$ cat config.mk
export PLATFORM = sky130hd
export DESIGN_NAME = dmem_dumper_flat
export DESIGN_NICKNAME = d
export VERILOG_FILES = /design/src/rtl/dmem_dumper_if.sv /design/src/rtl/dmem_dumper.sv /design/src/flat_wrapper.sv
export SDC_FILE = /design/constraint.sdc
export NUM_CORES = 1
export LEC_CHECK = 0
export ABC_AREA = 1
export BUFFER_PORTS_ARGS = -buffer_cell sky130_fd_sc_hd__buf_2
export CORE_UTILIZATION = 58
export DETAILED_ROUTE_END_ITERATION = 10
export HOLD_SLACK_MARGIN = 0.05
export PLACE_DENSITY = 0.82
export SYNTH_ARGS = -nofsm -noshare
export SYNTH_HDL_FRONTEND = slang
export SYNTH_SLANG_ARGS = --single-unit
$ cat constraint.sdc
create_clock -name clk -period 4 [get_ports clk]
set_input_delay 0.2 -clock clk [delete_from_list [all_inputs] [get_ports clk]]
set_output_delay 0.2 -clock clk [all_outputs]
set_load 0.05 [all_outputs]
$ cat src/rtl/dmem_dumper_if.sv
// Bus bundle for dmem_dumper: dump request/status, BRAM debug read port and byte stream.
interface dmem_dumper_if #(
    parameter int ADDR_WIDTH = 10,
    parameter int CNT_WIDTH  = 9
);
    logic                  start;
    logic [ADDR_WIDTH-1:0] base_addr;
    logic [CNT_WIDTH-1:0]  word_cnt;
    logic                  busy;
    logic                  done;
    logic [ADDR_WIDTH-1:0] dbg_addr;
    logic [31:0]           dbg_data;
    logic [7:0]            tx_data;
    logic                  tx_valid;
    logic                  tx_ready;

    modport master (
        input  start, base_addr, word_cnt, dbg_data, tx_ready,
        output busy, done, dbg_addr, tx_data, tx_valid
    );

    modport slave (
        output start, base_addr, word_cnt, dbg_data, tx_ready,
        input  busy, done, dbg_addr, tx_data, tx_valid
    );
endinterface

$ cat src/rtl/dmem_dumper.sv
// Streams a range of data-BRAM words out as little-endian bytes on a valid/ready port.
// Optional trailing XOR checksum byte is enabled by defining DUMP_CHECKSUM_EN.
module dmem_dumper #(
    parameter int ADDR_WIDTH = 10,
    parameter int CNT_WIDTH  = 9
) (
    input  logic          clk,
    input  logic          rst,
    dmem_dumper_if.master bus
);

`ifdef DUMP_CHECKSUM_EN
    typedef enum logic [2:0] {
        IDLE  = 3'd0,
        ADDR  = 3'd1,
        LATCH = 3'd2,
        SEND  = 3'd3,
        CSUM  = 3'd4,
        FIN   = 3'd5
    } state_t;
    localparam state_t END_STATE = CSUM;

    function automatic logic [7:0] csum_update(input logic [7:0] acc, input logic [7:0] data);
        csum_update = acc ^ data;
    endfunction
`else
    typedef enum logic [2:0] {
        IDLE  = 3'd0,
        ADDR  = 3'd1,
        LATCH = 3'd2,
        SEND  = 3'd3,
        FIN   = 3'd5
    } state_t;
    localparam state_t END_STATE = FIN;
`endif

    localparam logic [ADDR_WIDTH-1:0] WORD_STRIDE = ADDR_WIDTH'(3'd4);
    localparam logic [CNT_WIDTH-1:0]  CNT_ONE     = CNT_WIDTH'(1'b1);
    localparam logic [CNT_WIDTH-1:0]  CNT_ZERO    = CNT_WIDTH'(1'b0);

    state_t                state_r, state_next_s;
    logic [ADDR_WIDTH-1:0] dbg_addr_r, addr_next_s;
    logic [CNT_WIDTH-1:0]  cnt_r, cnt_next_s;
    logic [31:0]           shift_r, shift_next_s;
    logic [1:0]            idx_r, idx_next_s;
    logic [7:0]            tx_data_r, data_next_s;
    logic                  tx_valid_r, valid_next_s;
    logic                  busy_r;
    logic                  done_r;
    logic                  xfer_s;
`ifdef DUMP_CHECKSUM_EN
    logic [7:0]            csum_r, csum_next_s;
`endif

    // Byte addresses are word aligned, so the two low base bits are dropped.
    logic unused_base_bits_s;
    assign unused_base_bits_s = &{1'b0, bus.base_addr[1:0]};

    assign xfer_s = tx_valid_r & bus.tx_ready;

    // State register and registered outputs.
    always_ff @(posedge clk or posedge rst) begin
        if (rst) begin
            state_r    <= IDLE;
            dbg_addr_r <= '0;
            cnt_r      <= '0;
            shift_r    <= 32'h0000_0000;
            idx_r      <= 2'd0;
            tx_data_r  <= 8'h00;
            tx_valid_r <= 1'b0;
            busy_r     <= 1'b0;
            done_r     <= 1'b0;
`ifdef DUMP_CHECKSUM_EN
            csum_r     <= 8'h00;
`endif
        end else begin
            state_r    <= state_next_s;
            dbg_addr_r <= addr_next_s;
            cnt_r      <= cnt_next_s;
            shift_r    <= shift_next_s;
            idx_r      <= idx_next_s;
            tx_data_r  <= data_next_s;
            tx_valid_r <= valid_next_s;
            busy_r     <= (state_next_s != IDLE);
            done_r     <= (state_next_s == FIN);
`ifdef DUMP_CHECKSUM_EN
            csum_r     <= csum_next_s;
`endif
        end
    end

    // Next-state and next-output logic for the dump sequencer.
    always_comb begin
        state_next_s = state_r;
        addr_next_s  = dbg_addr_r;
        cnt_next_s   = cnt_r;
        shift_next_s = shift_r;
        idx_next_s   = idx_r;
        data_next_s  = tx_data_r;
        valid_next_s = 1'b0;
`ifdef DUMP_CHECKSUM_EN
        csum_next_s  = csum_r;
`endif
        case (state_r)
            IDLE: begin
                if (bus.start) begin
                    addr_next_s = {bus.base_addr[ADDR_WIDTH-1:2], 2'b00};
                    cnt_next_s  = bus.word_cnt;
`ifdef DUMP_CHECKSUM_EN
                    csum_next_s = 8'h00;
`endif
                    if (bus.word_cnt == CNT_ZERO) begin
                        state_next_s = END_STATE;
`ifdef DUMP_CHECKSUM_EN
                        valid_next_s = 1'b1;
                        data_next_s  = 8'h00;
`endif
                    end else begin
                        state_next_s = ADDR;
                    end
                end else begin
                    state_next_s = IDLE;
                end
            end
            ADDR: begin
                state_next_s = LATCH;
            end
            LATCH: begin
                shift_next_s = bus.dbg_data;
                idx_next_s   = 2'd0;
                data_next_s  = bus.dbg_data[7:0];
                valid_next_s = 1'b1;
                state_next_s = SEND;
            end
            SEND: begin
                valid_next_s = 1'b1;
                if (xfer_s) begin
`ifdef DUMP_CHECKSUM_EN
                    csum_next_s = csum_update(csum_r, tx_data_r);
`endif
                    if (idx_r == 2'd3) begin
                        addr_next_s  = dbg_addr_r + WORD_STRIDE;
                        cnt_next_s   = cnt_r - CNT_ONE;
                        valid_next_s = 1'b0;
                        if (cnt_r != CNT_ONE) begin
                            state_next_s = ADDR;
                        end else begin
                            state_next_s = END_STATE;
`ifdef DUMP_CHECKSUM_EN
                            valid_next_s = 1'b1;
                            data_next_s  = csum_update(csum_r, tx_data_r);
`endif
                        end
                    end else begin
                        // Rotate rather than shift so the next byte always sits in [15:8].
                        idx_next_s   = idx_r + 2'd1;
                        shift_next_s = {shift_r[7:0], shift_r[31:8]};
                        data_next_s  = shift_r[15:8];
                    end
                end else begin
                    state_next_s = SEND;
                end
            end
`ifdef DUMP_CHECKSUM_EN
            CSUM: begin
                valid_next_s = 1'b1;
                if (xfer_s) begin
                    valid_next_s = 1'b0;
                    state_next_s = FIN;
                end else begin
                    state_next_s = CSUM;
                end
            end
`endif
            FIN: begin
                state_next_s = IDLE;
            end
            default: begin
                state_next_s = IDLE;
            end
        endcase
    end

    assign bus.busy     = busy_r;
    assign bus.done     = done_r;
    assign bus.dbg_addr = dbg_addr_r;
    assign bus.tx_data  = tx_data_r;
    assign bus.tx_valid = tx_valid_r;

endmodule

$ cat src/flat_wrapper.sv
// flat-port wrapper written by rule: the top's interface ports become plain ports
module dmem_dumper_flat 
#(
    parameter int ADDR_WIDTH = 10,
    parameter int CNT_WIDTH  = 9
)
  (clk, rst, bus_start, bus_base_addr, bus_word_cnt, bus_dbg_data, bus_tx_ready, bus_busy, bus_done, bus_dbg_addr, bus_tx_data, bus_tx_valid);
  dmem_dumper_if #(.ADDR_WIDTH(ADDR_WIDTH), .CNT_WIDTH(CNT_WIDTH)) bus_i ();
  input  logic clk;
  input  logic rst;
  input wire logic [$bits(bus_i.start)-1:0] bus_start;
  input wire logic [$bits(bus_i.base_addr)-1:0] bus_base_addr;
  input wire logic [$bits(bus_i.word_cnt)-1:0] bus_word_cnt;
  input wire logic [$bits(bus_i.dbg_data)-1:0] bus_dbg_data;
  input wire logic [$bits(bus_i.tx_ready)-1:0] bus_tx_ready;
  output wire logic [$bits(bus_i.busy)-1:0] bus_busy;
  output wire logic [$bits(bus_i.done)-1:0] bus_done;
  output wire logic [$bits(bus_i.dbg_addr)-1:0] bus_dbg_addr;
  output wire logic [$bits(bus_i.tx_data)-1:0] bus_tx_data;
  output wire logic [$bits(bus_i.tx_valid)-1:0] bus_tx_valid;
  assign bus_i.start = bus_start;
  assign bus_i.base_addr = bus_base_addr;
  assign bus_i.word_cnt = bus_word_cnt;
  assign bus_i.dbg_data = bus_dbg_data;
  assign bus_i.tx_ready = bus_tx_ready;
  assign bus_busy = bus_i.busy;
  assign bus_done = bus_i.done;
  assign bus_dbg_addr = bus_i.dbg_addr;
  assign bus_tx_data = bus_i.tx_data;
  assign bus_tx_valid = bus_i.tx_valid;
  dmem_dumper #(.ADDR_WIDTH(ADDR_WIDTH), .CNT_WIDTH(CNT_WIDTH)) u_core (.clk(clk), .rst(rst), .bus(bus_i));
endmodule
; Yosys cells after proc, flatten, opt, wreduce, memory -nomap -nowiden
; Index checks and enable logic that the tools add are counted.
[word_totals]
reg_bits = 67
in_bits = 55
out_inout_bits = 21
word_cells = 56
[op_classes]
addsub = 3
eq_ne = 10
muxes = 26
n_bitwise = 1
n_reduce_logical = 7
[op_table]
columns = op, n
row1 = $mux 32, 2
row2 = $pmux 32 s2, 1
row3 = $mux 10, 3
row4 = $mux 9, 3
row5 = $pmux 10 s2, 1
row6 = $pmux 9 s2, 1
row7 = $mux 8, 2
row8 = $pmux 8 s2, 1
row9 = $mux 3, 5
row10 = $pmux 3 s4, 1
row11 = $add 10x3->10 const B, 1
row12 = $logic_not 9->1, 1
row13 = $ne 9x1->1 const B, 1
row14 = $sub 9x1->9 const B, 1
row15 = $eq 3x2->1 const B, 2
row16 = $mux 2, 2
row17 = $ne 2x1->1 const B, 2
row18 = $ne 2x2->1 const B, 2
row19 = $pmux 2 s2, 1
row20 = $reduce_and 4->1, 1
row21 = $reduce_bool 2->1, 2
row22 = $eq 3x1->1 const B, 1
row23 = $eq 3x3->1 const B, 1
row24 = $logic_not 3->1, 1
row25 = other kinds (7), 8

; Depth between registers and ports, before layout
; Gate-level depths: netlist (run 1).
[depth]
ltp_word = 6
depth_mapped = 10
mapped_depth_nobuf = 9

; Worst setup path after synthesis (run 1)
; No wires, ideal clock.
[synth_timing]
path_kind = register to register
startpoint = register u_core.dbg_addr_r[2] (netlist: u_core.bus.dbg_addr[2])
endpoint = register u_core.dbg_addr_r[4] (netlist: u_core.bus.dbg_addr[4])
setup_ns = 0.118
t_arrival_ns = 1.419
t_required_ns = 3.882
slack_ns = 2.463
path_stages_with_launch = 7
path_buffers = 0
synth_period_minus_slack_ns = 1.537
cell_sequence = dfrtp_1 ha_1 or2_2 nand3_1 nand2_1 nand2_1 nand2_1
[synth_via]
elab_chain_len = 4
[synth_rtl]
columns = item, line
row1 = from (decl), dmem_dumper.sv:42  ; logic [ADDR_WIDTH-1:0] dbg_addr_r, addr_next_s;
row2 = from (signal assigned), dmem_dumper.sv:78  ; dbg_addr_r <= addr_next_s;
row3 = $add 10x3->10, dmem_dumper.sv:142  ; addr_next_s = dbg_addr_r + WORD_STRIDE;
row4 = $mux 10, dmem_dumper.sv:141  ; if (idx_r == 2'd3) begin
row5 = $mux 10, dmem_dumper.sv:137  ; if (xfer_s) begin
row6 = $pmux 10 s2, dmem_dumper.sv:104  ; case (state_r)
; No other way between the ends. The select of a mux whose other input is x is not followed.
; A chain may end at the register's enable or synchronous reset.

; Worst setup path after layout (run 1)
[layout_timing]
startpoint = register u_core.state_r[1]
endpoint = register u_core.shift_r[17]
[layout_via]
elab_chain_len = 3
word_cells_on_any_way = 7
cone_classes = eq/ne: 4 / mux: 1 / reduce/logical: 2
[layout_rtl]
columns = item, line
row1 = from (decl), dmem_dumper.sv:41  ; state_t state_r, state_next_s;
row2 = from (signal assigned), dmem_dumper.sv:77  ; state_r <= state_next_s;
row3 = $eq 3x2->1, dmem_dumper.sv:104
row4 = $ne 2x1->1 (no source line) (tied with other cells), n/a
row5 = $reduce_and 3->1 (no source line), n/a
row6 = to (signal assigned), dmem_dumper.sv:80  ; shift_r <= shift_next_s;
row7 = to (decl), dmem_dumper.sv:44  ; logic [31:0] shift_r, shift_next_s;
; Several ways; a longest one is shown, not always the timed one.

==> results of run 1 <==
==> cells in the mapped netlist <==
cell type,instances
nand2_1,152
inv_1,61
dfrtp_1,57
o21ai_0,48
nor2_1,32
o21ai_1,28
nand3_1,24
buf_4,12
buf_2,8
o21ai_2,6
buf_6,5
clkbuf_1,5
ha_1,4
nand4_1,4
nor3_1,3
inv_2,2
nand2_4,2
nand3b_1,2
a21oi_4,1
conb_1,1
inv_4,1
nand2_2,1
nand3_2,1
nor2_4,1
or2_2,1
==> critical path: stages, from the launching register on <==
cell and delay (ps):
dfrtp_1 440, nand2_4 130, nor2_4 30, buf_4 230, inv_2 790, o21ai_0 230, nand2_1 110, o21ai_0 80
==> worst max path at each step <==
stage	slack [ps]	end	from
floorplan	2400	u_core.bus.busy	rst
global route	1540	u_core.shift_r[17]	u_core.state_r[2]
CTS	1790	u_core.shift_r[17]	u_core.state_r[2]
finish	1790	u_core.shift_r[17]	u_core.state_r[1]
detailed placement	1800	u_core.shift_r[17]	u_core.state_r[2]
global placement	1910	u_core.shift_r[19]	u_core.state_r[1]
==> routing by layer <==
layer	share of wire [%]	vias to the layer above	wire (um)	GRT usage (%)
li1	-	1539	-	-
met1	46	1342	3040	29.6
met2	48	73	3230	41.9
met3	4.3	11	285	4.24
met4	1.8	0	121	10.8
met5	0	-	0	0
==> final cells by class <==
| type | instances | share of cell area, % |
|---|---|---|
| clock buffer | 12 | 4.41 |
| clock inverter | 3 | 0.401 |
| inverter | 64 | 6.48 |
| multi-input combinational | 312 | 38.1 |
| sequential | 57 | 38.1 |
| tap | 72 | 2.40 |
| timing repair buffer | 74 | 10.1 |
==> per-stage QoR <==
| stage | cells | worst slack, ps | hold WS [ps] | instance area (sq um) |
|---|---|---|---|---|
| finish | 594 | 1790 | 66.4 | 3750 |
| global route | 594 | 1540 | 133 | 3750 |
| CTS | 594 | 1790 | 88.3 | 3750 |
| detailed placement | 579 | 1800 | 449 | 3570 |
| global placement | 579 | 1910 | 448 | 3570 |
| floorplan | 463 | 2400 | 395 | 3300 |
==> power groups by stage <==
stage,clock (mW),sequential (mW),combinational [mW]
final,0.489,0.993,1.68
after global routing,0.521,1.02,1.92
after CTS,0.497,0.990,1.69
after detailed placement,0,0.998,1.68
after global placement,0,0.985,1.62
after floorplan,0,1.12,1.35
==> logic make-up (layout without fill, tap and decap cells) <==
group | after synthesis | in the layout | share of synthesized area (%)
adders and majority gates | 4 | 4 | 1.52
buffers and inverters | 94 | 153 | 13.6
AOI/OAI and AO/OA | 83 | 83 | 13.6
and+or+nand+nor | 223 | 223 | 27.9
other | 1 | 2 | 0.114
DFF | 57 | 57 | 43.2
==> state kept, by name, summed over array words and instances (netlist names) <==
register             flops
u_core.state_r           3
u_core.bus.busy          1
u_core.bus.done          1
u_core.shift_r          25
u_core.bus.tx_valid      1
u_core.bus.tx_data       7
u_core.idx_r             2
u_core.cnt_r             9
u_core.bus.dbg_addr      8
==> cells in the final DEF (no fill, tap or decap) <==
cell / n
a21oi_4: 1
dfrtp_1: 57
clkbuf_8: 12
nor2_1: 32
nand3b_1: 2
clkinv_2: 3
nor3_1: 3
buf_4: 3
inv_2: 3
o21ai_0: 48
nand3_1: 24
or2_2: 1
nor2_4: 1
o21ai_1: 28
inv_4: 1
nand2_2: 1
nand4_1: 4
conb_1: 2
inv_1: 60
o21ai_2: 6
nand2_1: 152
nand3_2: 1
nand2_4: 2
buf_2: 71
ha_1: 4
==> summary.md, run 1 <==
| Metric | Value |
|---|---|
| Gpl congestion | 0.803 |
| Pre-antenna DRT Iters | 5 |
| P_int | 1.59 mW |
| Worst-skew pair later-pin latency | 330 ps |
| Grt ovf | 0 |
| PostCTS Resize Cnt | 0 |
| Seq pwr share | 31.4% |
| Crit start category | flip-flop |
| Maximum fanout along the worst path | 77 |
| Total track usage | 24.3% |
| # fillers | 499 |
| Largest net degree at the start of global routing | 78 |
| Routed wire length | 6680 um |
| Minimum clock period after layout | 2210 ps |
| CTS H-Tree Depth | 3 |
| Ports | 76 |
| Core area | 0.00551 sq mm |
| Crit end category | flip-flop |
| Layout Nets | 577 |
| Horiz. Die Dim | 77.4 um |
| # rows | 27 |
| PD cells | 845 mW/mm^2 |
| CP required | 4190 ps |
| Hold_buf cts | 0 |
| Post-CTS Setup Bufs | 0 |
| Critical R2R Capture | u_core.shift_r[17] |
| Leak Pwr | 2.02 nW |
| Vias in the first global route | 2727 |
| NetSw | 1.57 mW |
| Comb pwr share | 53.2% |
| Clk network pwr share | 15.4% |
| Multi-input gate area | 0.00143 sq mm |
| Final Slew Violations | 0 |
| Status | complete, no violations |
| Post-synthesis cell count | 462 |
| Layout cell share with drive strength beyond 1 | 20.3% |
| Area share of the largest cell type after synthesis | 43.2% |
| Initial Utilization | 59.9% |
| Clk slew on worst S/H paths | 60 ps |
| Worst clock skew | 6.99 ps |
| CP arrival | 2410 ps |
| Worst reg2reg setup slack | 1790 ps |
| Max_slew headroom | 30.0% |
| Setup repair after global routing missed its margin | false |
| Worst ir drop on vdd | 0.572 mV |
| Worst-margin pin slew | 1050 ps |
| ANT cells | 0 |
| Synthesis Warnings | 0 |
| Sequential area share after synthesis | 43.2% |
| Post-synth top area cell | dfrtp_1 |
| Root buffer cell | clkbuf_8 |
| Setup TNS Final | 0 ps |
| Hpwl dp | 4440 um |
| Reg-to-reg startpoint | u_core.state_r[1] |
| Synthesized area per cell | 7.14 sq um |
| Die H | 77.4 um |
| Mapped Area | 0.00330 sq mm |
| Final core occ | 68.0% |
| WL per Instance | 11.2 um |
| Initial drt markers | 157 |
| Top post-synthesis cells by area | dfrtp_1 43%, nand2_1 17%, o21ai_0 7.3% |
| Die area | 0.00599 sq mm |
| Num CTS Buffers | 9 |
| Clock Sinks | 57 |
| Unique masters post-synth | 25 |
| Number of synthesized register bits | 57 |
| CTS max path bufs | 2 |
| Initial antenna violation count | 0 |
| Via count | 2965 |
| Hold Crit Class | in2async |
| # Max-Cap Violations | 0 |
| Storage cell area | 0.00143 sq mm |
| CTS tree | built |
| Register-to-Register Path Depth | 7 |
| Fmax | 451 MHz |
| Crit Path Category | reg2reg |
| # DRC | 0 |
| Vias per cell | 4.99 |
| Number of port buffers | 71 |
| Antenna Nets Post-Route | 0 |
| First-pass GRT wire length | 11600 um |
| Final Cycle Share | 55.4% |
| Hold Vio Cnt, Final | 0 |
| Layout area overhead | 13.5% |
| Switch share | 49.7% |
| Final setup fails | 0 |
| Total chip power | 3.17 mW |
(Power assumes the default switching activity.)
==> run 2: changes to the inputs <==
CORE_UTILIZATION = 54   (was 58)
PLACE_DENSITY = 0.77   (was 0.82)
clock period = 2.25 ns   (was 4 ns; I/O delays follow)
==> run 2 against run 1 <==
  * Die area increased by 7.2%
  * Routed wire length fell by 2.4%
  * Hold slack improved by 18 ps
  * Largest power group unchanged
==> summary.md, run 2 (synthesis results as in run 1) <==
| Metric | Value |
|---|---|
| Worst ir drop on vdd | 0.916 mV (was 0.572 mV) |
| Worst-skew pair later-pin latency | 330 ps (about the same) |
| Most common cell after layout, fill and taps aside | nand2_1 (unchanged) |
| Antenna Nets Post-Route | 0 (unchanged) |
| Leak Pwr | 2.05 nW (was 2.02 nW) |
| Clk slew on worst S/H paths | 70 ps (was 60 ps) |
| Minimum clock period after layout | 1640 ps (was 2210 ps) |
| Layout Nets | 580 (was 577) |
| Reg-to-reg startpoint | u_core.state_r[2] (was u_core.state_r[1]) |
| Commonest non-fill, non-tap cells in the layout | 152 x nand2_1, 71 x buf_2, 60 x inv_1 (unchanged) |
| Total track usage | 22.4% (was 24.3%) |
| Crit Path Category | reg2reg (unchanged) |
| Max stage delay on crit path | 420 ps (was 790 ps) |
| Worst clock skew | 9.91 ps (was 6.99 ps) |
| # rows | 28 (was 27) |
| Layout cell share with drive strength beyond 1 | 20.3% (about the same) |
| Clock Sinks | 57 (unchanged) |
| CTS tree | built (unchanged) |
| Die H | 80.2 um (was 77.4 um) |
| CTS H-Tree Depth | 3 (unchanged) |
| First-pass GRT wire length | 11100 um (was 11600 um) |
| Pre-CTS setup slack | 634 ps (was 1800 ps) |
| Register-to-Register Path Depth | 9 (was 7) |
| # Max-Cap Violations | 0 (unchanged) |
| Initial antenna violation count | 0 (unchanged) |
| Layout area overhead | 16.5% (was 13.5%) |
| Final Cycle Share | 72.9% (was 55.4%) |
| Post-CTS Setup Bufs | 0 (unchanged) |
| Worst reg2reg setup slack | 610 ps (was 1790 ps) |
| Worst-margin pin slew | 637 ps (was 1050 ps) |
| WL per Instance | 10.8 um (was 11.2 um) |
| Die area | 0.00643 sq mm (was 0.00599 sq mm) |
| Hold Vio Cnt, Final | 0 (unchanged) |
| Critical-path top delay cell | dfrtp_1 (was inv_2) |
| Vias per cell | 4.85 (was 4.99) |
| CTS max path bufs | 2 (unchanged) |
| Final setup margin | 609 ps (was 1790 ps) |
| Hpwl dp | 4500 um (was 4440 um) |
| Crit end category | flip-flop (unchanged) |
| ANT cells | 0 (unchanged) |
| Multi-input gate area | 0.00143 sq mm (unchanged) |
| Grt ovf | 0 (unchanged) |
| Horiz. Die Dim | 80.2 um (was 77.4 um) |
| Gpl congestion | 0.790 (was 0.803) |
| Largest net degree at the start of global routing | 69 (was 78) |
| Placed inst area | 0.00362 sq mm (was 0.00357 sq mm) |
| Critical Path Start | u_core.state_r[2] (was u_core.state_r[1]) |
| Vias in the first global route | 2588 (was 2727) |
| Final Slew Violations | 0 (unchanged) |
| Via count | 2916 (was 2965) |
| CP required | 2450 ps (was 4190 ps) |
| Setup repair after global routing missed its margin | false (unchanged) |
| Initial drt markers | 176 (was 157) |
| Storage cell area | 0.00143 sq mm (unchanged) |
| Final setup fails | 0 (unchanged) |
| Core area | 0.00592 sq mm (was 0.00551 sq mm) |
| Root buffer cell | clkbuf_8 (unchanged) |
| # fillers | 536 (was 499) |
| Critical R2R Capture | u_core.shift_r[18] (was u_core.shift_r[17]) |
| CP arrival | 1840 ps (was 2410 ps) |
| Biggest register | u_core.shift_r (unchanged) |
| Largest register FFs | 25 (unchanged) |
| Ports | 76 (unchanged) |
| Critical Path End | u_core.shift_r[18] (was u_core.shift_r[17]) |
| Initial Utilization | 55.7% (was 59.9%) |
| Max_slew headroom | 57.5% (was 30.0%) |
| Crit-path cells | inv_2 > nand2_4 > nor2_4 > inv_2 > buf_12 > nand2_1 > o21ai_0 > nand2_1 > o21ai_0 (was nand2_4 > nor2_4 > buf_4 > inv_2 > o21ai_0 > nand2_1 > o21ai_0) |
| DP Cell Count | 584 (was 579) |
| Num CTS Buffers | 9 (unchanged) |
| PostCTS Resize Cnt | 0 (unchanged) |
| Final hold slack | 84.8 ps (was 66.4 ps) |
| Maximum fanout along the worst path | 41 (was 77) |
| Pre-antenna DRT Iters | 4 (was 5) |
| Fmax | 609 MHz (was 451 MHz) |
| Final Instance Area | 0.00384 sq mm (was 0.00375 sq mm) |
| # DRC | 0 (unchanged) |
| Final Non-Filler Cells | 601 (was 594) |
| Status | complete, no violations (unchanged) |
| Routed wire length | 6510 um (was 6680 um) |
| Hold_buf cts | 1 (was 0) |
| Hold Crit Class | in2reg (was in2async) |
| Number of port buffers | 71 (unchanged) |
| Crit start category | flip-flop (unchanged) |
| PD cells | 1530 mW/mm^2 (was 845 mW/mm^2) |
| Setup TNS Final | 0 ps (unchanged) |
run 2: changes by cell type in the layout (fill, tap and decap cells not counted):
cell           before  now
clkinv_2            3    1
dlygate4sd3_1       0    1
bufinv_16           0    2
clkbuf_8           12    9
clkbuf_1            0    2
buf_12              0    3
buf_4               3    2
clkinvlp_4          0    2
run 2: worst min-delay path by stage:
stage,startpoint,to,slack (ps),depth (start not counted)
after floorplan,bus_word_cnt[8],u_core.bus.done,310,3
after global placement,rst,u_core.shift_r[23],230,2
after detailed placement,rst,u_core.shift_r[15],240,2
after CTS,bus_base_addr[3],u_core.bus.dbg_addr[3],70,5
after global routing,bus_dbg_data[31],u_core.shift_r[31],110,5
final,bus_base_addr[3],u_core.bus.dbg_addr[3],80,5
run 2: power breakdown:
part	internal [mW]	switching [mW]	total (mW)
logic	0.971	2.10	3.07
registers	1.47	0.291	1.76
clock network	0.622	0.417	1.04
total	3.06	2.81	5.87
run 2: cell type report:
cell class                 count  area share, %
clock buffer                  11           3.42
clock inverter                 5           2.08
inverter                      64           6.32
multi-input combinational    312           37.2
sequential                    57           37.1
tap                           75           2.44
timing repair buffer          77           11.5
run 2: critical path, delay by kind of cell (launching register included):
family,cells,cell delay (ps)
buffers and inverters,3,540
flip-flops,1,420
AND/OR/NAND/NOR,4,390
AO/OA/AOI/OAI,2,150
run 2: stage by stage:
stage	util (%)	power [mW]
3_5_place_dp	61.2	4.84
3_3_place_gp	61.2	4.75
5_1_grt	64.9	6.42
4_1_cts	64.9	5.91
2_1_floorplan	-	4.39
6_report	64.9	5.87
run 2: routing by layer:
layer	vias to the layer above	share of wire (%)	track usage (%)
met5	-	0	0
met4	0	1.4	9.11
met3	10	4.1	5.23
met2	61	46	35.2
met1	1295	49	29.8
li1	1550	-	-
==> run 3: changes to the inputs <==
CORE_UTILIZATION = 49   (was 54)
PLACE_DENSITY = 0.73   (was 0.77)
clock period = 1.5 ns   (was 2.25 ns; I/O delays follow)
==> run 3 against run 2 <==
  * Die area rose by 9.9%
  * Critical endpoint is now u_core.shift_r[19]
  * Non-clock buffer count is 41 higher
  * Final cell count grew 6.8%
  * The run now ends with DRC left
  * Sequential power grew 50%
  * Setup slack lost 580 ps
==> summary.md, run 3 (synthesis results as in run 1) <==
| Metric | Value |
|---|---|
| Grt ovf | 0 (unchanged) |
| Clk slew on worst S/H paths | 60 ps (was 70 ps) |
| Worst-skew pair later-pin latency | 340 ps (was 330 ps) |
| Largest net degree at the start of global routing | 58 (was 69) |
| Vias in the first global route | 2863 (was 2588) |
| Failing checks | DRC |
| Number of port buffers | 71 (unchanged) |
| Status | complete, but fails checks (was complete, no violations) |
| Worst hold path depth | 5 (unchanged) |
| CTS H-Tree Depth | 3 (unchanged) |
| Setup repair after global routing missed its margin | true (was false) |
| Register-to-Register Path Depth | 8 (was 9) |
| Clk network pwr share | 12.1% (was 17.7%) |
| Num CTS Buffers | 9 (unchanged) |
| Hold Crit Class | in2reg (unchanged) |
| CTS max path bufs | 2 (unchanged) |
| Die area | 0.00707 sq mm (was 0.00643 sq mm) |
| CP arrival | 1730 ps (was 1840 ps) |
| Vias per cell | 5.12 (was 4.85) |
| Gpl congestion | 0.793 (was 0.790) |
| First-pass GRT wire length | 12500 um (was 11100 um) |
| P_int | 5.50 mW (was 3.06 mW) |
| Pre-antenna DRT Iters | 8 (was 4) |
| Critical Path Start | u_core.idx_r[0] (was u_core.state_r[2]) |
| Maximum fanout along the worst path | 7 (was 41) |
| Final setup fails | 0 (unchanged) |
| CTS tree | built (unchanged) |
| Crit start category | flip-flop (unchanged) |
| PD cells | 2330 mW/mm^2 (was 1530 mW/mm^2) |
| Horiz. Die Dim | 84.1 um (was 80.2 um) |
| Reg-to-reg startpoint | u_core.idx_r[0] (was u_core.state_r[2]) |
| Min-delay src | bus_dbg_data[4] (was bus_base_addr[3]) |
| Switch share | 47.1% (was 47.8%) |
| Antenna Nets Post-Route | 0 (unchanged) |
| Hold Vio Cnt, Final | 0 (unchanged) |
| Leak Pwr | 2.32 nW (was 2.05 nW) |
| ANT cells | 0 (unchanged) |
| Crit Path Category | reg2reg (unchanged) |
| Crit end category | flip-flop (unchanged) |
| Largest register FFs | 25 (unchanged) |
| Pre-CTS setup slack | 2.91 ps (was 634 ps) |
| Worst ir drop on vdd | 1.22 mV (was 0.916 mV) |
| Comb pwr share | 62.5% (was 52.3%) |
| Most common cell after layout, fill and taps aside | nand2_1 (unchanged) |
| Layout cell share with drive strength beyond 1 | 28.0% (was 20.3%) |
| Ports | 76 (unchanged) |
| # rows | 29 (was 28) |
| Via count | 3287 (was 2916) |
| Total track usage | 22.4% (about the same) |
| # fillers | 544 (was 536) |
| # Max-Cap Violations | 0 (unchanged) |
| Commonest non-fill, non-tap cells in the layout | 135 x nand2_1, 71 x buf_2, 59 x inv_1 (was 152 x nand2_1, 71 x buf_2, 60 x inv_1) |
| Routed wire length | 8420 um (was 6510 um) |
| Worst clock skew | 6.72 ps (was 9.91 ps) |
| Final setup margin | 32.4 ps (was 609 ps) |
| WL per Instance | 13.1 um (was 10.8 um) |
| Initial Utilization | 51.4% (was 55.7%) |
| Final hold slack | 64.5 ps (was 84.8 ps) |
| Seq pwr share | 25.4% (was 30.0%) |
| Layout Nets | 621 (was 580) |
| CP required | 1770 ps (was 2450 ps) |
| Initial drt markers | 180 (was 176) |
| Hpwl dp | 4560 um (was 4500 um) |
| # DRC | 5 (was 0) |
| Initial antenna violation count | 0 (unchanged) |
| Root buffer cell | clkbuf_8 (unchanged) |
| Final Slew Violations | 0 (unchanged) |
| NetSw | 4.89 mW (was 2.81 mW) |
| Clock Sinks | 57 (unchanged) |
| Core area | 0.00642 sq mm (was 0.00592 sq mm) |
| Biggest register | u_core.shift_r (unchanged) |
| Final Cycle Share | 97.8% (was 72.9%) |
| Layout area overhead | 35.2% (was 16.5%) |
| Minimum clock period after layout | 1470 ps (was 1640 ps) |
| Fmax | 681 MHz (was 609 MHz) |
| Die H | 84.1 um (was 80.2 um) |
-- run 3: final cells by class --
type	count	area (sq um)	area share [%]
clock buffers	14	163	3.65
flip-flops and latches	57	1430	32.0
well taps	77	96.3	2.16
inverters	64	248	5.55
multi-input cells	312	1520	34.1
repair buffers	118	1000	22.5
-- run 3: critical path: stages, from the launching register on --
cell       delay [ps]
dfrtp_1           390
ha_2              220
nand2_2            90
nand2_2            60
a21oi_4           180
buf_12            170
clkbuf_16         160
nand2_1            50
o21ai_1            70
-- run 3: per-layer routing --
metal | global-route usage, % | up-vias | wire length, um
met3 | 3.76 | 17 | 363
met5 | 0 | - | 0
met4 | 12.2 | 0 | 176
met1 | 26.9 | 1543 | 3680
met2 | 38.3 | 96 | 4200
li1 | - | 1631 | -
-- run 3: timing repair --
action,4_1_cts,5_1_grt
setup buffers,2,7
hold buffers,19,0
resized for setup,0,70
pin swaps,1,17
endpoints found under the hold margin,75,0
setup endpoints to repair,1,53
gates cloned,0,10
-- run 3: path summary, 6_finish.rpt --
path                                         end  slack (ps)
hold reg to reg               u_core.shift_r[27]         510
setup / recovery              u_core.shift_r[19]          30
hold / removal             u_core.bus.tx_data[4]          60
setup reg to reg              u_core.shift_r[19]          30
max in group asynchronous      u_core.state_r[1]         900
min in group asynchronous  u_core.bus.tx_data[3]         340
-- run 3: metrics by stage --
| step | cells | util (%) | setup TNS (ps) | area, sq um | power [mW] |
|---|---|---|---|---|---|
| 2_1_floorplan | 463 | - | -93.0 | 3300 | 6.58 |
| 3_3_place_gp | 590 | 57.5 | 0 | 3690 | 7.32 |
| 3_5_place_dp | 590 | 57.5 | 0 | 3690 | 7.47 |
| 4_1_cts | 625 | 63.2 | -1.98 | 4060 | 8.85 |
| 5_1_grt | 642 | 69.5 | -1240 | 4460 | 11.2 |
| 6_report | 642 | 69.5 | 0 | 4460 | 10.4 |
-- run 3: power by group through the flow --
| stage | Sequential (mW) | Clock (mW) | Combinational [mW] |
|---|---|---|---|
| after CTS | 2.62 | 1.28 | 4.95 |
| final | 2.64 | 1.26 | 6.49 |
| after global routing | 2.71 | 1.33 | 7.18 |
| after detailed placement | 2.64 | 0 | 4.83 |
| after global placement | 2.61 | 0 | 4.71 |
| after floorplan | 2.98 | 0 | 3.60 |
